**src/rtl/fp_pkg.sv**
```systemverilog
// Shared constants, state encoding and unpacked-operand type for the
// sequential single-precision adder.
package fp_pkg;

    localparam int          EXP_W    = 8;
    localparam int          MAN_W    = 23;
    localparam int          EXP_BIAS = 127;
    localparam logic [7:0]  EXP_MAX  = 8'd255;
    localparam logic [31:0] QNAN     = 32'h7FC00000;

    typedef enum logic [2:0] {
        IDLE  = 3'd0,
        ALIGN = 3'd1,
        ADD   = 3'd2,
        NORM  = 3'd3,
        DONE  = 3'd4
    } state_t;

    typedef struct packed {
        logic               sign;
        logic [EXP_W-1:0]   exp;
        logic [MAN_W:0]     sig;
    } fp_op_t;

    // Exponent 0 is treated as zero, so denormals lose their fraction here.
    // flip_sign turns a+b into a-b by inverting the operand's sign.
    function automatic fp_op_t fp_unpack(input logic [31:0] v, input logic flip_sign);
        fp_op_t o;
        o.sign = v[31] ^ flip_sign;
        o.exp  = v[30:23];
        o.sig  = (v[30:23] == '0) ? '0 : {1'b1, v[22:0]};
        return o;
    endfunction

endpackage

```
**src/rtl/fp_align.sv**
```systemverilog
// Exponent compare and clamped right shift of the smaller operand.
module fp_align
    import fp_pkg::*;
#(
    parameter int MAX_SHIFT = 24
) (
    input  logic [EXP_W-1:0] exp_a,
    input  logic [EXP_W-1:0] exp_b,
    input  logic [MAN_W:0]   sig_a,
    input  logic [MAN_W:0]   sig_b,
    output logic [EXP_W-1:0] exp_w,
    output logic [MAN_W:0]   sig_a_al,
    output logic [MAN_W:0]   sig_b_al
);

    localparam logic [8:0] MAX_SH = 9'(MAX_SHIFT);

    logic             a_ge;
    logic [EXP_W-1:0] diff;
    logic             clamp;

    // Larger exponent wins; the other significand is shifted right, or
    // zeroed outright once the difference reaches the clamp.
    always_comb begin
        a_ge     = (exp_a >= exp_b);
        diff     = a_ge ? (exp_a - exp_b) : (exp_b - exp_a);
        clamp    = ({1'b0, diff} >= MAX_SH);
        exp_w    = a_ge ? exp_a : exp_b;
        sig_a_al = sig_a;
        sig_b_al = sig_b;
        if (a_ge) begin
            sig_b_al = clamp ? '0 : (sig_b >> diff);
        end else begin
            sig_a_al = clamp ? '0 : (sig_a >> diff);
        end
    end

endmodule

```
**src/rtl/fp_add_seq.sv**
```systemverilog
// Multi-cycle binary32 adder/subtractor: one shared align/add/normalize
// datapath sequenced by a small FSM, valid/ready on both sides.
//
//   state | meaning
//   IDLE  | waiting for an operand pair, in_ready high
//   ALIGN | align smaller significand to the larger exponent
//   ADD   | add/subtract significands, or resolve NaN/inf/zero specials
//   NORM  | one normalization step per cycle until normalized
//   DONE  | packed result held on result until out_ready
module fp_add_seq
    import fp_pkg::*;
#(
    parameter int MAX_SHIFT = 24
) (
    input  logic        clk,
    input  logic        rst,
    input  logic        in_valid,
    output logic        in_ready,
    input  logic [31:0] a,
    input  logic [31:0] b,
    input  logic        sub,
    output logic        out_valid,
    input  logic        out_ready,
    output logic [31:0] result,
    output logic        busy
);

    state_t state, state_nx;

    fp_op_t           op_a, op_b;
    logic [EXP_W-1:0] exp_r;
    logic [MAN_W:0]   sig_a_r, sig_b_r;
    logic [MAN_W+1:0] sum_r;
    logic             sign_r;

    logic [EXP_W-1:0] al_exp;
    logic [MAN_W:0]   al_sig_a, al_sig_b;

    logic             a_nan, b_nan, a_inf, b_inf, a_zero, b_zero;
    logic             special;
    logic [31:0]      special_val;
    logic             a_mag_ge, mag_eq;
    logic [MAN_W+1:0] add_sum;
    logic             add_sign;

    logic             norm_done;
    logic [31:0]      norm_res;

    fp_align #(.MAX_SHIFT(MAX_SHIFT)) u_align (
        .exp_a    (op_a.exp),
        .exp_b    (op_b.exp),
        .sig_a    (op_a.sig),
        .sig_b    (op_b.sig),
        .exp_w    (al_exp),
        .sig_a_al (al_sig_a),
        .sig_b_al (al_sig_b)
    );

    // Special-case detection and significand add/subtract used in ADD.
    always_comb begin
        a_nan  = (op_a.exp == EXP_MAX) && (op_a.sig[MAN_W-1:0] != '0);
        b_nan  = (op_b.exp == EXP_MAX) && (op_b.sig[MAN_W-1:0] != '0);
        a_inf  = (op_a.exp == EXP_MAX) && (op_a.sig[MAN_W-1:0] == '0);
        b_inf  = (op_b.exp == EXP_MAX) && (op_b.sig[MAN_W-1:0] == '0);
        a_zero = (op_a.exp == '0);
        b_zero = (op_b.exp == '0);

        special     = a_nan | b_nan | a_inf | b_inf | (a_zero & b_zero);
        special_val = {op_a.sign & op_b.sign, 31'd0};
        if (a_nan || b_nan || (a_inf && b_inf && (op_a.sign != op_b.sign))) begin
            special_val = QNAN;
        end else if (a_inf) begin
            special_val = {op_a.sign, EXP_MAX, {MAN_W{1'b0}}};
        end else if (b_inf) begin
            special_val = {op_b.sign, EXP_MAX, {MAN_W{1'b0}}};
        end

        mag_eq   = (op_a.exp == op_b.exp) && (op_a.sig == op_b.sig);
        a_mag_ge = (op_a.exp > op_b.exp) ||
                   ((op_a.exp == op_b.exp) && (op_a.sig >= op_b.sig));

        if (op_a.sign == op_b.sign) begin
            add_sum  = {1'b0, sig_a_r} + {1'b0, sig_b_r};
            add_sign = op_a.sign;
        end else if (a_mag_ge) begin
            add_sum  = {1'b0, sig_a_r} - {1'b0, sig_b_r};
            add_sign = mag_eq ? 1'b0 : op_a.sign;
        end else begin
            add_sum  = {1'b0, sig_b_r} - {1'b0, sig_a_r};
            add_sign = op_b.sign;
        end
    end

    // One normalization decision per cycle; exits pack the result directly.
    always_comb begin
        norm_done = 1'b1;
        norm_res  = '0;
        if (sum_r[MAN_W+1]) begin
            if (exp_r == (EXP_MAX - 8'd1)) begin
                norm_res = {sign_r, EXP_MAX, {MAN_W{1'b0}}};
            end else begin
                norm_res = {sign_r, exp_r + 8'd1, sum_r[MAN_W:1]};
            end
        end else if (sum_r[MAN_W]) begin
            norm_res = {sign_r, exp_r, sum_r[MAN_W-1:0]};
        end else if (sum_r == '0) begin
            norm_res = '0;
        end else if (exp_r == 8'd1) begin
            norm_res = {sign_r, 31'd0};
        end else begin
            norm_done = 1'b0;
        end
    end

    // State register.
    always_ff @(posedge clk) begin
        if (rst) begin
            state <= IDLE;
        end else begin
            state <= state_nx;
        end
    end

    // Next-state and handshake outputs.
    always_comb begin
        state_nx  = state;
        in_ready  = 1'b0;
        out_valid = 1'b0;
        busy      = 1'b1;
        case (state)
            IDLE: begin
                in_ready = 1'b1;
                busy     = 1'b0;
                if (in_valid) state_nx = ALIGN;
            end
            ALIGN: state_nx = ADD;
            ADD:   state_nx = special ? DONE : NORM;
            NORM:  state_nx = norm_done ? DONE : NORM;
            DONE: begin
                out_valid = 1'b1;
                if (out_ready) state_nx = IDLE;
            end
            default: state_nx = IDLE;
        endcase
    end

    // Shared datapath registers; each state updates only its own stage.
    always_ff @(posedge clk) begin
        if (rst) begin
            op_a    <= '0;
            op_b    <= '0;
            exp_r   <= '0;
            sig_a_r <= '0;
            sig_b_r <= '0;
            sum_r   <= '0;
            sign_r  <= 1'b0;
            result  <= '0;
        end else begin
            case (state)
                IDLE: begin
                    if (in_valid) begin
                        op_a <= fp_unpack(a, 1'b0);
                        op_b <= fp_unpack(b, sub);
                    end
                end
                ALIGN: begin
                    exp_r   <= al_exp;
                    sig_a_r <= al_sig_a;
                    sig_b_r <= al_sig_b;
                end
                ADD: begin
                    if (special) begin
                        result <= special_val;
                    end else begin
                        sum_r  <= add_sum;
                        sign_r <= add_sign;
                    end
                end
                NORM: begin
                    if (norm_done) begin
                        result <= norm_res;
                    end else begin
                        sum_r <= sum_r << 1;
                        exp_r <= exp_r - 8'd1;
                    end
                end
                default: ;
            endcase
        end
    end

endmodule

```
**config.mk**
```make
export PLATFORM = sky130hd
export DESIGN_NAME = fp_add_seq
export DESIGN_NICKNAME = d
export VERILOG_FILES = /design/src/rtl/fp_pkg.sv /design/src/rtl/fp_align.sv /design/src/rtl/fp_add_seq.sv
export SDC_FILE = /design/constraint.sdc
export NUM_CORES = 1
export LEC_CHECK = 0
export ABC_AREA = 1
export BUFFER_PORTS_ARGS = -buffer_cell sky130_fd_sc_hd__buf_2
export CAP_MARGIN = 30
export CORE_MARGIN = 5
export CORE_UTILIZATION = 40
export CTS_CLUSTER_SIZE = 28
export DETAILED_ROUTE_END_ITERATION = 12
export PLACE_DENSITY = 0.65
export SLEW_MARGIN = 20
export SYNTH_ARGS = -nofsm -noshare
export SYNTH_HDL_FRONTEND = slang
export SYNTH_SLANG_ARGS = --single-unit
```
**constraint.sdc**
```tcl
create_clock -name clk -period 2.8 [get_ports clk]
set_clock_uncertainty 0.2 [all_clocks]
set_input_delay 0.42 -clock clk [delete_from_list [all_inputs] [get_ports clk]]
set_output_delay 0.42 -clock clk [all_outputs]
set_load 0.02 [all_outputs]
```
==> flow_summary.ini <==
[yosys]
synth.area.top_cells = dfxtp_1 (22%), nand2_1 (14%), a21oi_1 (12%)
synth_cells = 2679
synth-seq-cells = 183
syn_avg_cell_area_um2 = 6.125
synth-seq-area-share_pct = 22.33
synth.cell_area_mm2 = 0.01641
synth_nets = 2869
yosysTopAreaCellShare_pct = 22.33
synth_top_area_cell = dfxtp_1
ys_types = 50
yosysWarnings = 0

[cts]
cts_tree = built
ctsLongestPathBuffers = 2
clk_latency_ns = 0.47
clockRootBuffer = clkbuf_16
h-tree-depth = 4
numCtsBuffers = 17
clkSinkCount = 183
path_clk_slew_ns = 0.08

[setup_path]
r2r_cells = 20
r2r_start = op_a[24]
r2r_end = sig_a_r[8]
critical-path-slowest-cell = fa_2
crit_buf_inv = 6
crit_path_end_kind = flop
arrival_ns = 3.39
critPathLaunchType = flop
critical-path-max-stage-delay_ns = 0.40
path_common_cell = nand2_2
required_ns = 2.98
worstSetupStartpoint = op_a[24]
critPathKind = reg2reg
worst-path-stages = 20
cp_max_fo = 11
path_cells = inv_2 -> ha_4 -> inv_2 -> fa_2 -> nand2_2 -> nand2_2 -> nand2_2 -> nand3_4 -> buf_6 -> o21ai_4 -> inv_4 -> buf_12 -> buf_4 -> nand3_2 -> nand2_2 -> nand2_1 -> nand2_1 -> nand2_1 -> o211ai_1 -> a21oi_2
path_delay_family = simple AND/OR/NAND/NOR gates
regToRegSetupSlack_ns = -0.41

[cells_and_area]
layout.cells.non_filler = 3639
syn2layout_area_growth_pct = 42.03
n_fill_cell = 3892
multiInputGateArea_mm2 = 0.01267
fin_nets = 3284
layout_commonest_cell = nand2_1
drive_gt1_share_pct = 32.02
regArea_mm2 = 0.003714
final_cell_mix = nand2_1 (480), buf_4 (391), a21oi_1 (336)
insertedDiodeCount = 0

[timing]
fin_tns_setup_ns = -15.93
fin_ws_ns = -0.4089
max_slew_margin_pct = 43.75
hold_viol = 0
post-route-period-util_pct = 114.6
final-max-slew-violation-count = 0
setup_viol = 69
tightest_slew_ns = 0.8437
finalCriticalPeriod_ns = 3.209
max_freq_mhz = 311.6
rsz0062_at_grt = yes

[drt]
final_antenna_net_count = 0
wl_mm = 69.93
dr.first_iter.drc_count = 1986
vias = 20400
drc = 0
via_per_inst = 5.606
drt_first_pass_iters = 6
detail_route.wl_per_cell_um = 19.22

[placed_design]
dp.cells = 3541
dp_hpwl_mm = 52.33
gp_congestion = 1.063
pre_cts_ws_ns = -0.5419
portBuffers = 103

[floorplan]
core_mm2 = 0.04074
initial_utilization_pct = 40.28
die_h_um = 212.5
io-pin-count = 104
row_count = 74
die_x_um = 212.5
die_area_mm2 = 0.04517

[global_route]
antenna_found_initial = 0
grt_remaining_overflow = 0
grt_pass1_vias = 19220
grt_max_degree = 96
track_usage_pct = 29.68
grt_first_pass_wirelength_mm = 105.9

[min_path]
worstHoldPathType = in2reg
hp-start = b[16]
min_to = op_b[16]
whs_path_depth = 3

[run_status]
violations = negative setup slack
status = finished with violations

[run]
cap_violations = 0
==> flip-flops by register name, summed over array words and instances (netlist names) <==
name     count
op_b        33
sign_r       1
sig_a_r     24
result      32
sig_b_r     24
exp_r        8
op_a        33
sum_r       25
state        3
==> cell type report <==
class | count | area share (%)
timing repair inverter | 1 | 0.02684
tap | 532 | 2.856
sequential | 183 | 15.93
inverter | 267 | 4.429
clock inverter | 13 | 0.8322
clock buffer | 19 | 1.901
multi-input combinational | 2062 | 54.39
timing repair buffer | 562 | 19.63
==> metal layers <==
| layer | vias to the layer above | track usage [%] | routed length (µm) |
|---|---|---|---|
| met5 | - | 0 | 0 |
| met4 | 0 | 12.51 | 3361 |
| met2 | 812 | 49.64 | 32550 |
| li1 | 9871 | - | - |
| met3 | 176 | 3.320 | 4286 |
| met1 | 9541 | 38.94 | 29730 |
==> through the flow <==
step	hold slack [ns]	instance area, µm²	util (%)
5_1_grt	0.01318	23300	57.21
6_report	0.005986	23300	57.21
4_1_cts	0.0007779	22500	55.22
3_5_place_dp	0.2499	20040	49.19
2_1_floorplan	0.2453	16440	-
3_3_place_gp	0.2454	20040	49.19
==> worst max path at each step <==
stage,endpoint,slack [ns]
after CTS,sig_a_r[9],-0.23
after global placement,sig_a_r[9],-0.44
after floorplan,sig_a_r[1],0.005
after detailed placement,sig_a_r[9],-0.54
after global routing,sig_a_r[9],-0.51
final,sig_a_r[8],-0.41
==> synth_stat cells, drive strengths merged <==
cell type,number
nor2,114
a21o,7
and3,2
a31oi,11
o2111ai,3
fa,5
nand4,41
o211ai,23
a221oi,4
buf,40
nand2,609
xnor2,3
o21bai,7
a2111oi,1
o211a,2
a22oi,2
or2,4
nand2b,1
inv,262
nand3,341
clkbuf,127
nor4,15
ha,116
xor2,64
nor3,65
a211oi,4
o22ai,3
o221ai,2
o31ai,4
a21oi,382
o21ai,213
and2,4
dfxtp,183
clkinv,5
o41ai,1
a21boi,4
o21a,5
==> worst min-delay path: cells and delay by family <==
| kind | cells | cell delay [ns] |
|---|---|---|
| and+or+nand+nor | 1 | 0.07 |
| AOI/OAI and AO/OA | 1 | 0.06 |
| buffers and inverters | 1 | 0.10 |
==> timing repair <==
| item | CTS | global route |
|---|---|---|
| gates cloned | 10 | 3 |
| setup buffers | 32 | 20 |
| pin swaps | 97 | 85 |
| endpoints found under the hold margin | 8 | 0 |
| setup endpoints to repair | 73 | 73 |
| gates resized for setup | 338 | 186 |
| hold buffers | 8 | 0 |
==> cell families after synthesis <==
| logic type | share of synthesized area, % |
|---|---|
| buf+inv | 10.51 |
| fa+ha+maj | 9.456 |
| flops | 22.33 |
| compound gates | 21.98 |
| xor+xnor | 3.576 |
| simple gates | 32.16 |
Power is left out: the tool's default activity adds up to more than one toggle a clock period on the data nets, which glitch-free logic cannot reach.
